--- src/rtl/memtrace_seq_pkg.sv ---
// memtrace_seq_pkg: shared types and widths for the memory-trace replay sequencer
package memtrace_seq_pkg;
  localparam int MEMTRACE_DATA_WIDTH = 64;
  localparam int MEMTRACE_LOGSIZE_WIDTH = 8;
  localparam int MAX_NUM_LANES = 32;
  typedef enum logic [2:0] {START, FETCH, LATCH, ISSUE, DONE} seq_state_e;
endpackage

--- src/rtl/memtrace_lane_picker.sv ---
// memtrace_lane_picker: picks one pending lane per handshake.
// Ports: pending (lane mask), ptr (round-robin start lane), grant (one-hot),
// index (encoded grant), any (some lane pending).
// Build option MEMTRACE_SEQ_RR_EN selects round-robin from ptr; otherwise the
// lowest pending lane wins and ptr is ignored.
module memtrace_lane_picker #(
  parameter int NUM_LANES = 4,
  parameter int LANE_W = (NUM_LANES > 1) ? $clog2(NUM_LANES) : 1
) (
  input  logic [NUM_LANES-1:0] pending,
  input  logic [LANE_W-1:0]    ptr,
  output logic [NUM_LANES-1:0] grant,
  output logic [LANE_W-1:0]    index,
  output logic                 any
);
  logic [NUM_LANES-1:0] sel;
`ifdef MEMTRACE_SEQ_RR_EN
  logic [NUM_LANES-1:0] above;
  always_comb begin
    for (int i = 0; i < NUM_LANES; i++) above[i] = pending[i] && (LANE_W'(i) >= ptr);
  end
  // Lanes at or above the pointer take precedence; otherwise wrap to lane 0.
  assign sel = |above ? above : pending;
`else
  logic unused_ptr;
  assign unused_ptr = ^ptr;
  assign sel = pending;
`endif
  // Isolate the lowest set bit.
  assign grant = sel & (-sel);
  assign any = |pending;
  always_comb begin
    index = '0;
    for (int i = 0; i < NUM_LANES; i++) index = grant[i] ? LANE_W'(i) : index;
  end
endmodule

--- src/rtl/memtrace_replay_sequencer.sv ---
// memtrace_replay_sequencer: steps a trace source cycle by cycle and serializes its lanes onto one request port.
// Ports: clock/reset (sync, active-high); trace_read_* fetch handshake and per-lane
// snapshot inputs; req_* single request channel with req_lane index; done (sticky).
// Build option MEMTRACE_SEQ_RR_EN enables round-robin lane grant (default: lowest lane first).
module memtrace_replay_sequencer
  import memtrace_seq_pkg::*;
#(
  parameter int NUM_LANES = 4,
  parameter int ADDR_W = MEMTRACE_DATA_WIDTH,
  parameter int SIZE_W = MEMTRACE_LOGSIZE_WIDTH,
  parameter int LANE_W = (NUM_LANES > 1) ? $clog2(NUM_LANES) : 1
) (
  input  logic                        clock,
  input  logic                        reset,
  output logic                        trace_read_ready,
  output logic [63:0]                 trace_read_cycle,
  input  logic [NUM_LANES-1:0]        trace_read_valid,
  input  logic [ADDR_W*NUM_LANES-1:0] trace_read_address,
  input  logic [NUM_LANES-1:0]        trace_read_is_store,
  input  logic [SIZE_W*NUM_LANES-1:0] trace_read_size,
  input  logic [ADDR_W*NUM_LANES-1:0] trace_read_data,
  input  logic                        trace_read_finished,
  output logic                        req_valid,
  input  logic                        req_ready,
  output logic [ADDR_W-1:0]           req_address,
  output logic                        req_is_store,
  output logic [SIZE_W-1:0]           req_size,
  output logic [ADDR_W-1:0]           req_data,
  output logic [LANE_W-1:0]           req_lane,
  output logic                        done
);
  seq_state_e state;
  logic [63:0] counter;
  logic [NUM_LANES-1:0] pending, grant, rest;
  logic fin, any, fire;
  logic [ADDR_W*NUM_LANES-1:0] snap_addr, snap_data;
  logic [SIZE_W*NUM_LANES-1:0] snap_size;
  logic [NUM_LANES-1:0] snap_store;
`ifdef MEMTRACE_SEQ_RR_EN
  logic [LANE_W-1:0] rr_ptr;
`endif
  memtrace_lane_picker #(.NUM_LANES(NUM_LANES), .LANE_W(LANE_W)) u_picker (
    .pending(pending),
`ifdef MEMTRACE_SEQ_RR_EN
    .ptr(rr_ptr),
`else
    .ptr('0),
`endif
    .grant(grant),
    .index(req_lane),
    .any(any)
  );
  assign trace_read_ready = state == FETCH;
  assign trace_read_cycle = counter;
  assign done = state == DONE;
  assign req_valid = state == ISSUE && any;
  assign fire = req_valid && req_ready;
  assign rest = pending & ~grant;
  assign req_address = snap_addr[req_lane*ADDR_W +: ADDR_W];
  assign req_data = snap_data[req_lane*ADDR_W +: ADDR_W];
  assign req_size = snap_size[req_lane*SIZE_W +: SIZE_W];
  assign req_is_store = snap_store[req_lane];
  always_ff @(posedge clock) begin
    if (reset) begin
      state <= START;
      counter <= '0;
      pending <= '0;
      fin <= 1'b0;
`ifdef MEMTRACE_SEQ_RR_EN
      rr_ptr <= '0;
`endif
    end else begin
      case (state)
        START: state <= FETCH;
        FETCH: begin
          counter <= counter + 64'd1;
          state <= LATCH;
        end
        LATCH: begin
          pending <= trace_read_valid;
          fin <= trace_read_finished;
          state <= |trace_read_valid ? ISSUE : trace_read_finished ? DONE : FETCH;
        end
        ISSUE: if (fire) begin
          pending <= rest;
`ifdef MEMTRACE_SEQ_RR_EN
          rr_ptr <= req_lane == LANE_W'(NUM_LANES - 1) ? '0 : req_lane + LANE_W'(1);
`endif
          // Leave on the same edge the last lane is accepted, so no idle bubble.
          if (rest == '0) state <= fin ? DONE : FETCH;
        end
        DONE: state <= DONE;
        default: state <= START;
      endcase
    end
  end
  // Snapshot needs no reset: pending gates every use of it.
  always_ff @(posedge clock) begin
    if (state == LATCH) begin
      snap_addr <= trace_read_address;
      snap_data <= trace_read_data;
      snap_size <= trace_read_size;
      snap_store <= trace_read_is_store;
    end
  end
endmodule

--- config.mk ---
export PLATFORM = sky130hd
export DESIGN_NAME = memtrace_replay_sequencer
export DESIGN_NICKNAME = d
export VERILOG_FILES = /design/src/rtl/memtrace_seq_pkg.sv /design/src/rtl/memtrace_lane_picker.sv /design/src/rtl/memtrace_replay_sequencer.sv
export SDC_FILE = /design/constraint.sdc
export NUM_CORES = 1
export LEC_CHECK = 0
export CORE_AREA = 2 2 297 299
export DETAILED_ROUTE_END_ITERATION = 12
export DIE_AREA = 0 0 299 301
export GPL_TIMING_DRIVEN = 0
export HOLD_SLACK_MARGIN = 0.15
export PLACE_DENSITY = 0.56
export REMOVE_ABC_BUFFERS = 1
export SLEW_MARGIN = 20
export SYNTH_ARGS = -nofsm -noshare
export SYNTH_HDL_FRONTEND = slang
export SYNTH_SLANG_ARGS = --single-unit
--- constraint.sdc ---
create_clock -name clock -period 55.2 [get_ports clock]
set_input_delay 5.52 -clock clock [delete_from_list [all_inputs] [get_ports clock]]
set_output_delay 5.52 -clock clock [all_outputs]
set_load 0.02 [all_outputs]
# After elaboration in Yosys (flattened, before gate mapping)
# Index checks and enable logic that the tools add are counted.
# totals
regBits	620
input_bits	556
out_inout_bits	206
word_cells	45
# op_classes
add_sub_neg	2
n_lt_le_gt_ge	1
n_eq_ne	6
n_shift	3
muxes	13
bitwise	3
reduce_logical	9
# op_table
cell	count
$shiftx A256 B9 Y64	2
$add A64 B1 Y64 const B	1
$shiftx A32 B6 Y8	1
$mux W3	5
$pmux W3 S5	1
$and A4 B4 Y4	2
$pmux W4 S2	1
$reduce_or A4 Y1	2
$eq A3 B2 Y1 const B	2
$logic_not A4 Y1	1
$mux W2	2
$mux W4	1
$neg A4 Y4	1
$not A4 Y4	1
$reduce_and A2 Y1	2
$eq A3 B1 Y1 const B	1
$eq A3 B3 Y1 const B	1
$logic_not A3 Y1	1
$lt A2 B3 Y1 const B	1
$bmux W1 S2	1
$logic_and A1 B1 Y1	2
$mux W1	2
$ne A2 B1 Y1 const B	1
$ne A2 B2 Y1 const B	1
$reduce_bool A2 Y1	1

# Longest topological paths before layout
# logic_depth
depth_word	8
ltp_mapped	8
depth_no_buf	6

# Modules after synthesis
# A second synthesis with hierarchy kept.
# hier_totals
cells_unflattened	1159
hier_area_um2	23279.8
# by_module_without_submodules
mod	instances	cells_per_inst	area_per_inst_um2
memtrace_replay_sequencer	1	1148	23218.5
memtrace_lane_picker	1	11	61.3

# Worst setup path before layout
# No wires, ideal clock.
# synth_timing
kind	register -> register
startpoint	register state[0]
endpoint	register pending[2]
setup_time_ns	0.172
arrival_ns	43.799
required_ns	55.028
path_slack_ns	11.229
path_stages_with_launch	5
path_buffers	1
period_less_slack_ns	43.971
path_cell_list	dfxtp_1 buf_2 nor3b_1 a22oi_1 nor2_1
# synth_via
elab_chain_len	5
elab_cells_between_ends	8
cone_classes	eq/ne (3); mux (1); reduce/logical (4)
# synth_rtl
element	line_no	source
start: declaration	memtrace_replay_sequencer.sv:32	seq_state_e state;
start signal: assignment	memtrace_replay_sequencer.sv:82	state <= |trace_read_valid ? ISSUE : trace_read_finished ? DONE : FETCH;
start signal: assignment	memtrace_replay_sequencer.sv:90	if (rest == '0) state <= fin ? DONE : FETCH;
$eq A3 B2 Y1	memtrace_replay_sequencer.sv:56, memtrace_replay_sequencer.sv:73	
$logic_and A1 B1 Y1	memtrace_replay_sequencer.sv:56	assign req_valid = state == ISSUE && any;
$logic_and A1 B1 Y1	memtrace_replay_sequencer.sv:57	assign fire = req_valid && req_ready;
$ne A2 B2 Y1 (no source line)	--	
$reduce_and A2 Y1 (no source line)	--	
end signal: assignment	memtrace_replay_sequencer.sv:80	pending <= trace_read_valid;
end signal: assignment	memtrace_replay_sequencer.sv:85	pending <= rest;
end: declaration	memtrace_replay_sequencer.sv:34	logic [NUM_LANES-1:0] pending, grant, rest;
# Several ways; a longest one is shown, not always the timed one.
# A chain may end at the register's enable or synchronous reset.

# Final worst setup path
# layout_timing
startpoint	register pending[2]
endpoint	output port req_data[0]
# layout_via
elab_chain_len	5
# layout_rtl
element	line_no	source
$neg A4 Y4	memtrace_lane_picker.sv:30	assign grant = sel & (-sel);
$and A4 B4 Y4 *	memtrace_lane_picker.sv:30	
$mux W2	memtrace_lane_picker.sv:34	for (int i = 0; i < NUM_LANES; i++) index = grant[i] ? LANE_W'(i) : index;
$mux W2 *	memtrace_lane_picker.sv:34	
$shiftx A256 B9 Y64 *	memtrace_replay_sequencer.sv:60	assign req_data = snap_data[req_lane*ADDR_W +: ADDR_W];
end: declaration	memtrace_replay_sequencer.sv:28	output logic [ADDR_W-1:0] req_data,
# Every way passes the cells marked *; elsewhere a longest branch is shown, timed or not.

==> key figures <==
Layout
  • Layout Nets: 2592
  • Area Overhead vs Synth: 52.98%
  • Layout cells sized above 1: 0.1653
  • Core Util, Final: 0.4118

Timing
  • RSZ-0062 raised after global routing: no
  • Final worst slack: ~46 ns
  • Slew @ Worst Pin: between 0.9 and 1 ns
  • Min cycle time layout: between 9 and 10 ns
  • FMAX: 104.4 MHz
  • Final Cycle Share: 0.1736
  • Max Clock Skew: between 0.01 and 0.015 ns
  • Final hold vios: 0
  • Setup violators final: 0
  • Worst hold slack: about 0.51 ns
  • Final Max Tran Viols: 0
  • Max-slew headroom: 0.3877

Synth
  • Ys flop type: edfxtp_1
  • Avg Inst Size Synth: between 20 and 25 µm²
  • Gate Count Post-Synth: roughly 1200
  • Yosys reg bits: 620
  • Top-count cell post-synth: edfxtp_1
  • Post-synth EDFFs: about 550
  • Synth top area share: 0.7068
  • Post-synth ARST share: 0
  • Most common library cells after synthesis: 548 x edfxtp_1, 137 x mux4_2, 72 x dfxtp_1
  • Post-synth top area cell: edfxtp_1
  • Register area share after synthesis: 0.7687
  • Cell area after synthesis: ~23000 µm²
  • Yosys warnings: 0
  • Main area contributors after synthesis: edfxtp_1 71%, mux4_2 13%, dfxtp_1 6.2%, nand4_1 0.78%, nor2_1 0.74%
  • Post-synth cell types: 46

Job
  • MaxCap Viol Count: 0

Floorplanning
  • Io pins: about 760
  • Initial Util: 0.2692
  • Die X: roughly 300 µm
  • Rows: ~110
  • Core Box Area: 86480 µm²
  • Die H: between 300 and 400 µm
  • Die area: approximately 90000 µm²

Hold path
  • Hold Path Class: reg2reg

Drt
  • WL/cell: about 23 µm
  • DR iter-0 viols: between 900 and 1000
  • Total number of vias: 14800
  • DRC: 0
  • Final WL: ~73 mm
  • Vias per inst: 4.548
  • Number of iterations in the first detailed-routing pass: 5
  • Antenna-violating nets left: 0

CTS
  • Clk sinks: 620
  • CTS Buffer Depth: 3
  • Worst-Skew Late Latency: 0.63 ns
  • Post-CTS Setup Bufs: 0
  • CTS tree: yes
  • Cts bufs inserted: 74
  • Clk root buf: clkbuf_16
  • Post-CTS Hold Fix Bufs: 0
  • H-tree levels: 3
  • Worst-path clk slew: 0.06 ns
  • Resized Gates After CTS: 0

Placement
  • Hpwl dp: between 50 and 60 mm
  • Worst slack, placed: about 46 ns
  • Final GP Congestion: about 0.83
  • I/O Buffers: 761

Global route
  • Initial antenna violation count: 19
  • GRT Total Usage: 0.1591
  • Largest net degree at the start of global routing: 73
  • First-pass GRT wire length: 105.6 mm
  • Total global routing overflow: 0
  • Vias in the first global route: 15650

Worst setup path
  • Crit path DAT: a little over 4 ns
  • CP Class: reg2out
  • CP Launch Type: register
  • Worst Setup End Kind: output port
  • Req. time, crit path: slightly below 50 ns
  • Crit Path Max Fanout: 9

Power
  • P_sw: 0.2847 mW
  • Leak Pwr: around 12 nW
  • Pwr dens: 34.43 nW/µm²
  • Net Sw Frac: 0.2321
  • Max VDD drop: 0.00002400 V
  • Clock power frac: 0.402
  • Seq pwr share: 0.450
  • Cell Int Power: between 0.9 and 1 mW
  • Comb pwr share: 0.149

Status
  • Outcome: finished, final reports clean
power by group through the flow:
| stage | combinational (mW) | clock [mW] | sequential (mW) |
|---|---|---|---|
| finish | 0.182 | 0.493 | 0.551 |
| global route | 0.192 | 0.526 | 0.553 |
| CTS | 0.186 | 0.509 | 0.552 |
| detailed placement | 0.185 | 0 | 0.561 |
| global placement | 0.200 | 0 | 0.624 |
| floorplan | 0.0881 | 0 | 0.605 |
sequential cells by signal (all words and copies together), names as in the netlist:
signal and count:
snap_addr 256, snap_data 256, trace_read_cycle 64, snap_size 32
pending 4, snap_store 4, state 3, fin 1
path summary, 6_finish.rpt:
check,startpoint,endpoint,slack (ns),cells past startpoint
hold / removal,trace_read_cycle[61],trace_read_cycle[61],0.51,2
hold reg to reg,trace_read_cycle[61],trace_read_cycle[61],0.51,2
setup / recovery,pending[2],req_data[0],45.62,12
setup reg to reg,state[1],snap_data[186],51.83,10
logic make-up after synthesis:
family | after synthesis | share of synthesized area
flip-flops | 620 | 0.7687
adder cells (fa/ha/maj) | 1 | 0.0005373
multiplexers | 140 | 0.1339
buffers and inverters | 54 | 0.01021
AO/OA/AOI/OAI | 77 | 0.01902
XOR/XNOR | 34 | 0.01279
AND/OR/NAND/NOR | 230 | 0.05482
cell usage in the layout (no fill, tap or decap), drive strengths merged, types with 2 or more instances in the layout:
cell	netlist	final
bufinv	0	9
nor2	46	46
clkinvlp	0	3
nand2	39	39
nand4bb	2	2
nor4	15	15
or3	16	16
clkdlybuf4s50	0	760
or4	16	16
mux4	137	137
clkbuf	25	92
o21ai	21	21
buf	24	92
and3	6	6
o31ai	15	15
xnor2	17	17
nor3b	3	3
nor2b	5	5
inv	5	9
diode	0	6
nand4	29	29
a22oi	2	2
a21oi	34	34
dfxtp	72	72
edfxtp	548	548
and2	4	4
mux2	2	2
clkinv	0	26
nand3	21	21
xor2	17	17
nor3	18	18
or2	5	5
cell type report:
| cell class | count | area [µm²] |
|---|---|---|
| Timing Repair Buffer | 852 | 8622 |
| Antenna cell | 6 | 15.01 |
| Tap cell | 1155 | 1445 |
| Clock buffer | 92 | 1941 |
| Multi-Input combinational cell | 482 | 5169 |
| Sequential cell | 620 | 17900 |
| Fill cell | 7823 | 50870 |
| Clock inverter | 42 | 510.5 |
| Inverter | 5 | 18.77 |
critical path, cell delays in order (launching register included):
cell and delay, ns:
dfxtp_1 0.43, nor2_1 0.11, nor3_2 0.35, buf_6 0.22, buf_4 0.21, buf_4 0.22
buf_4 0.21, buf_6 0.16, buf_4 0.19, buf_4 0.20, buf_4 0.19, mux4_2 0.34
clkdlybuf4s50_1 0.58
metrics by stage:
step | std cells | cell area, µm² | power [mW] | setup TNS, ns
after floorplan | 1107 | 23060 | 0.6930 | 0
after global placement | 3023 | 32130 | 0.8244 | -1157.18
after detailed placement | 3114 | 33150 | 0.7460 | 0
after CTS | 3248 | 35600 | 1.246 | 0
after global routing | 3250 | 35610 | 1.272 | 0
final | 3254 | 35620 | 1.226 | 0
layer usage:
layer	global-route usage	vias to the layer above	routed length [µm]
li1	-	6561	-
met1	0.1735	7516	25970
met2	0.2868	589	38660
met3	0.06299	116	7024
met4	0.04155	18	1557
met5	0	-	108
Note: power is estimated with default switching activity, not from simulation.
